--- src/rtl/crosswalk_controller.sv ---
// Pedestrian crosswalk controller: debounced push-button, tick prescaler and a
// WALK / flashing DON'T WALK sequencer slaved to the parallel vehicle light.
module crosswalk_controller #(
    parameter int DEBOUNCE_N = 16,
    parameter int TICK_DIV   = 2097152,
    parameter int WALK_TON   = 10,
    parameter int FLASH_MAX  = 12
) (
    input  logic clk,
    input  logic reset_n,
    input  logic button,
    input  logic par_red,
    input  logic par_ylw,
    input  logic par_grn,
    output logic xwalk_rqst,
    output logic walk,
    output logic dont_walk,
    output logic rqst_lamp
);

    localparam int DB_W = $clog2(DEBOUNCE_N + 1);
    localparam int PS_W = (TICK_DIV > 1) ? $clog2(TICK_DIV) : 1;
    localparam int TMAX = (WALK_TON > FLASH_MAX) ? WALK_TON : FLASH_MAX;
    localparam int TC_W = $clog2(TMAX + 1);

    typedef enum logic [2:0] {IDLE, WAIT, WALK, FLASH, DONE} state_t;

    state_t            state, state_nxt;
    logic              sync1, sync2;
    logic [1:0]        sync_fill;
    logic [DB_W-1:0]   db_cnt;
    logic              db_level, db_prev, armed;
    logic [PS_W-1:0]   presc;
    logic [TC_W-1:0]   tick_cnt, tick_cnt_nxt;
    logic              next_rqst, next_rqst_nxt;
    logic              walk_nxt, dont_walk_nxt, xwalk_rqst_nxt, rqst_lamp_nxt;
    logic              tick, press, fault;

    assign tick  = (presc == PS_W'(TICK_DIV - 1));
    assign press = db_level & ~db_prev & armed;
    assign fault = !$onehot({par_red, par_ylw, par_grn});

    // armed stays low until a released button is seen after reset, so a button
    // held through reset release never turns into a press
    always_ff @(posedge clk or posedge reset_n) begin
        if (reset_n) begin
            sync1     <= 1'b0;
            sync2     <= 1'b0;
            sync_fill <= 2'b00;
            db_cnt    <= '0;
            db_level  <= 1'b0;
            db_prev   <= 1'b0;
            armed     <= 1'b0;
            presc     <= '0;
        end else begin
            sync1     <= button;
            sync2     <= sync1;
            sync_fill <= {sync_fill[0], 1'b1};
            if (sync2 == db_level) begin
                db_cnt <= '0;
            end else if (db_cnt == DB_W'(DEBOUNCE_N - 1)) begin
                db_level <= sync2;
                db_cnt   <= '0;
            end else begin
                db_cnt <= db_cnt + 1'b1;
            end
            db_prev <= db_level;
            if (sync_fill[1] && !sync2 && !db_level) begin
                armed <= 1'b1;
            end
            presc <= tick ? '0 : presc + 1'b1;
        end
    end

    always_ff @(posedge clk or posedge reset_n) begin
        if (reset_n) begin
            state      <= IDLE;
            tick_cnt   <= '0;
            next_rqst  <= 1'b0;
            walk       <= 1'b0;
            dont_walk  <= 1'b1;
            xwalk_rqst <= 1'b0;
            rqst_lamp  <= 1'b0;
        end else begin
            state      <= state_nxt;
            tick_cnt   <= tick_cnt_nxt;
            next_rqst  <= next_rqst_nxt;
            walk       <= walk_nxt;
            dont_walk  <= dont_walk_nxt;
            xwalk_rqst <= xwalk_rqst_nxt;
            rqst_lamp  <= rqst_lamp_nxt;
        end
    end

    always_comb begin
        state_nxt     = state;
        tick_cnt_nxt  = tick_cnt;
        next_rqst_nxt = next_rqst;
        if (fault) begin
            state_nxt     = IDLE;
            next_rqst_nxt = 1'b0;
        end else begin
            case (state)
                IDLE: begin
                    if (press) state_nxt = WAIT;
                end
                WAIT: begin
                    if (par_grn) begin
                        state_nxt    = WALK;
                        tick_cnt_nxt = '0;
                    end
                end
                WALK: begin
                    if (!par_grn || (tick && tick_cnt >= TC_W'(WALK_TON - 1))) begin
                        state_nxt    = FLASH;
                        tick_cnt_nxt = '0;
                    end else if (tick && tick_cnt < TC_W'(TMAX)) begin
                        tick_cnt_nxt = tick_cnt + 1'b1;
                    end
                end
                FLASH: begin
                    if (par_red || (tick && tick_cnt >= TC_W'(FLASH_MAX - 1))) begin
                        state_nxt = DONE;
                    end else if (tick && tick_cnt < TC_W'(TMAX)) begin
                        tick_cnt_nxt = tick_cnt + 1'b1;
                    end
                end
                DONE: begin
                    if (next_rqst || press) begin
                        state_nxt     = WAIT;
                        next_rqst_nxt = 1'b0;
                    end else begin
                        state_nxt = IDLE;
                    end
                end
                default: state_nxt = IDLE;
            endcase
            // a press coinciding with an exit follows the destination's rule
            if (press && (state_nxt == WALK || state_nxt == FLASH || state_nxt == DONE)) begin
                next_rqst_nxt = 1'b1;
            end
        end

        walk_nxt       = (state_nxt == WALK);
        xwalk_rqst_nxt = (state_nxt == WAIT) || (state_nxt == WALK);
        rqst_lamp_nxt  = (state_nxt == WAIT) || next_rqst_nxt;
        if (state_nxt == WALK) begin
            dont_walk_nxt = 1'b0;
        end else if (state_nxt == FLASH && state == FLASH) begin
            dont_walk_nxt = tick ? ~dont_walk : dont_walk;
        end else begin
            dont_walk_nxt = 1'b1;
        end
    end

endmodule
--- config.mk ---
export PLATFORM = sky130hd
export DESIGN_NAME = crosswalk_controller
export DESIGN_NICKNAME = d
export VERILOG_FILES = /design/src/rtl/crosswalk_controller.sv
export SDC_FILE = /design/constraint.sdc
export NUM_CORES = 1
export LEC_CHECK = 0
export ABC_AREA = 1
export CELL_PAD_IN_SITES_DETAIL_PLACEMENT = 1
export CELL_PAD_IN_SITES_GLOBAL_PLACEMENT = 1
export CORE_MARGIN = 3
export CORE_UTILIZATION = 40
export DETAILED_ROUTE_END_ITERATION = 8
export PLACE_DENSITY = 0.69
export SLEW_MARGIN = 20
export SYNTH_ARGS = -nofsm -noshare
export SYNTH_HDL_FRONTEND = slang
export SYNTH_SLANG_ARGS = --single-unit
--- constraint.sdc ---
create_clock -name clk -period 2.4 [get_ports clk]
set_input_delay 0.24 -clock clk [delete_from_list [all_inputs] [get_ports clk]]
set_output_delay 0.24 -clock clk [all_outputs]
set_load 0.01 [all_outputs]
# ---- Word-level counts from Yosys, hierarchy flattened
# Cells that the tools add are included.
dict set report totals {
  ff_bits 45
  inputBits 6
}
dict set report op_classes {
  add_sub_neg 5
  n_lt_le_gt_ge 3
  n_eq_ne 17
  mux 23
  n_bitwise 5
  n_reduce_logical 21
}
# operator n
set ops {}
lappend ops {{$add A21 B1 Y21 const B} 1}
lappend ops {{$eq A21 B21 Y1 const B} 1}
lappend ops {{$mux W21} 1}
lappend ops {{$eq A3 B2 Y1 const B} 6}
lappend ops {{$mux W3} 6}
lappend ops {{$mux W4} 4}
lappend ops {{$pmux W3 S5} 1}
lappend ops {{$pmux W4 S3} 1}
lappend ops {{$mux W5} 2}
lappend ops {{$ge A4 B4 Y1 const B} 2}
lappend ops {{$mux W1} 8}
lappend ops {{$logic_and A1 B1 Y1} 7}
lappend ops {{$logic_or A1 B1 Y1} 7}
lappend ops {{$eq A3 B1 Y1 const B} 2}
lappend ops {{$eq A3 B3 Y1 const B} 2}
lappend ops {{$add A5 B1 Y5 const B} 1}
lappend ops {{$eq A5 B4 Y1 const B} 1}
lappend ops {{$add A4 B1 Y4 const B} 1}
lappend ops {{$lt A4 B4 Y1 const B} 1}
lappend ops {{$ne A2 B2 Y1 const B} 2}
lappend ops {{$reduce_and A4 Y1} 1}
lappend ops {{$logic_not A1 Y1} 3}
lappend ops {{$logic_not A3 Y1} 1}
lappend ops {{$ne A3 B3 Y1 const B} 1}
lappend ops {{8 further kinds} 11}

# ---- Logic depth before layout (Yosys ltp)
dict set report logic_depth {
  word_depth 14
  mapped_depth 13
}

# ---- Worst setup path after synthesis
# No wires, ideal clock.
dict set report synth_timing {
  path_kind {in2reg}
  from {input par_red}
  to {register tick_cnt[0]}
  arrival_ps 1572
  slack_ps 715
  cell_stages 12
  path_cell_list {inv_1 -> fa_1 -> nor2_1 -> inv_1 -> nor3_1 -> o21ai_0 -> inv_1 -> nand2_4 -> inv_2 -> nand2_1 -> nand2_1 -> inv_1}
}
dict set report synth_between {
  elab_chain_cells 3
  elab_cells_between_ends 5
  classes_between {1 x add/sub; 2 x eq/ne; 2 x reduce/logical}
}
# element line_no
set synth_lines {}
lappend synth_lines {{start, declared} 12} ;# input logic par_red,
lappend synth_lines {{$add A2 B1 Y2 (implied by the code) or $logic_or A1 B1 Y1 (tied branches)} {41, 122}}
lappend synth_lines {{$eq A2 B1 Y1 or $ne A2 B2 Y1 (tied branches)} n/a}
lappend synth_lines {{$reduce_and A4 Y1 (no source line) (*)} n/a}
lappend synth_lines {{end signal, assigned} 86} ;# tick_cnt <= tick_cnt_nxt;
lappend synth_lines {{end, declared} 34} ;# logic [TC_W-1:0] tick_cnt, tick_cnt_nxt;
# Every way passes the cells marked *; elsewhere a longest branch is shown, timed or not.
# A chain may end at the register's enable or synchronous reset.

# ---- Final worst setup path
dict set report layout_timing {
  from {input par_red}
  to {register tick_cnt[1]}
}
# Same word-level chain as after synthesis.

==> summary.md <==
| Metric | Value |
|---|---|
| Initial Util | `42.47%` |
| Critical Path End Type | `register` |
| Vias in the first global route | `roughly 1800` |
| Max-cap violations | `0` |
| Max-slew headroom | `66.04%` |
| Critical Path Fanout Max | `3` |
| Clk_lat worst skew | `between 0.2 and 0.3 ns` |
| Drt via density | `roughly 4.8` |
| Status | `completed` |
| Initial DRC Count | `23` |
| Post_cts resized | `0` |
| Launching element type of the critical path | `input port` |
| Port Buffers | `9` |
| Fillers | `635` |
| Final instance area | `between 0.002 and 0.003 mm²` |
| DIE AREA | `roughly 0.0065 mm²` |
| Detail Placement HPWL | `between 3 and 4 mm` |
| Clock Sinks | `45` |
| TritonCTS clock tree | `built` |
| Layout cells sized above 1 | `roughly an eighth` |
| Clock transition at path regs | `roughly 0.09 ns` |
| Final net count | `slightly below 300` |
| RePlAce Congestion | `0.8145` |
| Initial antenna violation count | `0` |
| Synth Flop Type | `dfrtp_1` |
| Largest net degree at the start of global routing | `slightly above 40` |
| Bufs on Longest Clock Path | `2` |
| Synth async-reset ratio | `100.0%` |
| Core area | `about 0.0053 mm²` |
| Min Tclk post-route | `about 1.9 ns` |
| Total Routing Usage GR | `between 15 and 20%` |
| Setup bufs post-CTS | `0` |
| Register Area | `0.001127 mm²` |
| Worst hold path type | `input port to async pin` |
| P_leak | `approximately 1.4 nW` |
| Fin. max-slew vios | `0` |
| Post-synth EDFFs | `0` |
| IO Pins | `10` |
| RSZ-0062 raised after global routing | `no` |
| Die Wd | `80.81 µm` |
| Final wirelength | `between 4 and 5 mm` |
| VDD IR max | `about 0.00032 V` |
| Mapped cell area | `0.002238 mm²` |
| Worst-Margin Slew | `between 0.5 and 0.6 ns` |
| Routed Antenna Nets | `0` |
| Cts bufs inserted | `5` |
| Synth warn | `0` |
| Diode count | `0` |
| Root buf cell | `clkbuf_8` |
| Cell count after synthesis | `260` |
| Crit share post-route | `between 80% and 90%` |
| DIE HEIGHT | `slightly above 80 µm` |
| Worst Skew | `0.003237 ns` |
| Vias after detailed routing | `1672` |
| Area Growth Syn to Fin | `12.74%` |
| FF+latch count, synth | `45` |
| Tot Pwr | `around 1.4 mW` |
| Pwr Density | `544.8 mW/mm²` |
| CP Data Required Time | `roughly 2.6 ns` |
| Arr. time, crit path | `2.18 ns` |
| Final Hold Fails | `0` |
| Row count | `26` |
| Setup violators final | `0` |
| Register area share after synthesis | `50.36%` |
| Pre-antenna DRT Iters | `4` |
| Setup TNS | `0 ns` |
| Synth Net Count | `around 270` |
| Final Worst Setup Slack | `roughly 0.45 ns` |
| Synth unique cells | `33` |
| CTS Hold Bufs | `0` |
| Gr ovfl total | `0` |
| First-pass GRT wire length | `about 8.1 mm` |
| H-Tree Depth | `2` |
| Crit path kind | `input port to register` |
| Pre-CTS worst setup slack | `between 0.1 and 0.15 ns` |
| Placement Cell Area | `between 0.002 and 0.0025 mm²` |
| DRC violations left | `0` |
| Final Core Density | `a little under half` |
| Routed len/inst | `roughly 13 µm` |
| Multi-input gate area | `about 940 µm²` |
| Syn Area/Cell | `~8.6 µm²` |
| Fmax | `approximately 510 MHz` |
## state kept, by name (all words and copies together), names as in the netlist
| register | flops |
|---|---|
| walk | 1 |
| tick_cnt | 4 |
| armed | 1 |
| dont_walk | 1 |
| xwalk_rqst | 1 |
| db_cnt | 5 |
| sync_fill | 2 |
| presc | 21 |
| sync1 | 1 |
| next_rqst | 1 |
| db_prev | 1 |
| db_level | 1 |
| rqst_lamp | 1 |
| sync2 | 1 |
| state | 3 |
## final timing paths
kind | start | to | slack [ns] | depth (start not counted)
min in group clk | sync_fill[0] | sync_fill[1] | 0.36 | 0
worst max-delay path | par_red | tick_cnt[1] | 0.45 | 12
worst min register to register | sync_fill[0] | sync_fill[1] | 0.36 | 0
worst min-delay path | reset_n | db_prev | 0.13 | 2
max in group asynchronous | reset_n | dont_walk | 1.55 | 3
worst max register to register | presc[0] | tick_cnt[3] | 0.48 | 11
## synthesized netlist by cell type (4+ instances only)
cell type	instances	area, µm²
nand2_1	53	198.9
dfrtp_1	44	1101
inv_1	40	150.1
nor2_1	33	123.9
nand3_1	14	70.07
a21oi_1	10	50.05
xor2_1	8	70.07
nor3_1	7	35.03
ha_1	5	62.56
o21ai_0	5	25.02
nand2_2	4	25.02
## report_power, final
group	internal (mW)	switching (mW)	leakage, nW
combinational	0.0370	0.0564	0.739
clock	0.234	0.257	0.0512
sequential	0.774	0.0163	0.581
## cells in the final DEF, fill, tap and decap left out, drive strengths merged, types with 2 or more instances in the layout
cell           instances
o21a                   2
a31oi                  3
o21ai                  6
buf                    3
clkdlybuf4s50          9
dfrtp                 44
inv                   42
nand2                 60
nor4                   3
nor3                   8
nand4                  3
xor2                   8
clkbuf                 6
nand3                 16
nand3b                 2
clkinv                 2
a21oi                 11
ha                     5
nor2                  39
## routing by layer
metal | global-route usage (%) | vias to the layer above | routed length (µm)
li1 | - | 844 | -
met1 | 20.21 | 811 | 2111
met2 | 27.34 | 15 | 2256
met3 | 3.326 | 2 | 125
met4 | 4.561 | 0 | 30
met5 | 0 | - | 0
## critical path: stages
cell and delay (ns):
clkdlybuf4s50_1 0.45, inv_1 0.07, fa_1 0.47, nor2_1 0.14
inv_1 0.08, nor3_1 0.11, o21ai_0 0.11, inv_1 0.14
nand3_1 0.14, nand2_1 0.09, nand2_1 0.05, nor2_1 0.08
## final cells by class
class | instances | area share [%]
Clock buffer | 6 | 3.272
Timing Repair Buffer | 12 | 4.462
Clock inverter | 2 | 0.5454
Inverter | 42 | 6.247
Tap cell | 70 | 3.471
Multi-Input combinational cell | 172 | 37.33
Sequential cell | 45 | 44.67
## metrics by stage
step | hold slack (ns) | cells
finish | 0.1306 | 349
global route | 0.1332 | 349
CTS | 0.1273 | 349
detailed placement | 0.3412 | 341
global placement | 0.3327 | 341
floorplan | 0.2714 | 260
## logic make-up (layout without fill, tap and decap cells)
group	Yosys count	count (layout)	synth area share, %
AO/OA/AOI/OAI	23	23	5.981
XOR/XNOR	9	9	3.522
adder cells (fa/ha/maj)	6	6	3.689
buffers and inverters	43	62	7.546
flip-flops	45	45	50.36
other	1	1	0.1675
AND/OR/NAND/NOR	133	133	28.73
No activity file was read; power rests on OpenSTA's default activity.
==> edit: new RTL, config.mk and constraints unchanged <==
The parameter `FLASH_MAX` goes from 12 to 18.
--- a/src/rtl/crosswalk_controller.sv
+++ b/src/rtl/crosswalk_controller.sv
@@ -4,7 +4,7 @@
     parameter int DEBOUNCE_N = 16,
     parameter int TICK_DIV   = 2097152,
     parameter int WALK_TON   = 10,
-    parameter int FLASH_MAX  = 12
+    parameter int FLASH_MAX  = 18
 ) (
     input  logic clk,
     input  logic reset_n,
Check against the original RTL: no difference found for any inputs over 10 cycles, from zero or initial values and one cycle with reset_n high; that may be too few to reach the edited logic, so the function may still have changed.
==> edit against the original RTL <==
- routed wire length rose by 10%
- critical path type unchanged
- sequential cell count grew 1
- synthesized area up 5.2%
- critical path depth fell by 3
- worst hold slack gained 0.24 ns
- worst setup slack worse by 0.18 ns
- cell area rose by 6.4%
- clock skew increased by 0.0038 ns
- total power grew 10%
- largest power group unchanged
==> edit: results (changes against the original RTL) <==
Post-Route M1 WL = 2.39 mm (+13%)
Post-layout nets = 304 (+4.8%)
DR WL met3 = 100 um (-20%)
largest net degree at the start of global routing = 47 (+15%)
internal power = 1.15 mW (+10%)
global-route met3 utilization = 0.0390 (+0.00579)
dpl ws = -0.0712 ns (-0.191 ns)
vias in the first global route = 1829 (+2.4%)
seq pwr = 812 uW (+2.7%)
Setup crit end = tick_cnt[0]
top post-synthesis cells by area = dfrtp_1 48%, nand2_1 9.4%, inv_1 5.1%
Starting DRT DRC Count = 43 (+87%)
total wire length = 4.99 mm (+10%)
clock power share = 0.390 (+0.033)
global-route wire length before repair = 8.68 mm (+7.2%)
R2R depth = 12 (+1)
met1 GRT Util = 0.224 (+0.0216)
Post-DP HPWL = 3.76 mm (+9.4%)
overall routing resource usage = 0.170 (+0.0104)
Synth Net Count = 283 (+4.0%)
Mapped Cells = 272 (+4.6%)
GPL Wtd Cong = 0.739 (-9.3%)
Final Skew = 0.00700 ns (+0.00376 ns)
R2R Setup Slk = 0.50 ns (+0.02 ns)
Static Leak = 1.40 nW (+2.4%)
worst vdd rail ir drop = 238 uV (-26%)
sequential share of the synthesized area = 0.489 (-0.0143)
outcome = completed
DP Area = 2570 sq um (+6.0%)
drt wl/cell = 13.6 um (+5.2%)
-- edit: changes by cell type in the layout (fill, tap and decap cells not counted), moves of 2 or more --
| cell | delta |
|---|---|
| o21ai_0 | +2 |
| xnor2_1 | +2 |
| nor3_1 | +2 |
| nand3_1 | +3 |
| inv_1 | -8 |
| xor2_1 | +2 |
| o21ai_1 | +2 |
| nand2_2 | +2 |
| nand2_1 | +6 |
| buf_4 | +2 |
| nor2_1 | -3 |
-- edit: area by class of cell --
type	instances	area, sq um
tap	72	90.1
fill	694	2920
clock buffer	5	68.8
timing repair buffer	14	128
multi-input combinational	189	1060
clock inverter	3	43.8
sequential	46	1150
inverter	37	141
-- edit: kinds of logic (layout without fill, tap and decap cells) --
logic type / Yosys count / after routing / share of synthesized area
compound gates: 23 / 23 / 0.0526
xor+xnor: 13 / 13 / 0.0484
fa+ha+maj: 5 / 5 / 0.0298
buf+inv: 37 / 59 / 0.0600
flops: 46 / 46 / 0.489
other cells: 1 / 1 / 0.00159
simple gates: 147 / 147 / 0.318
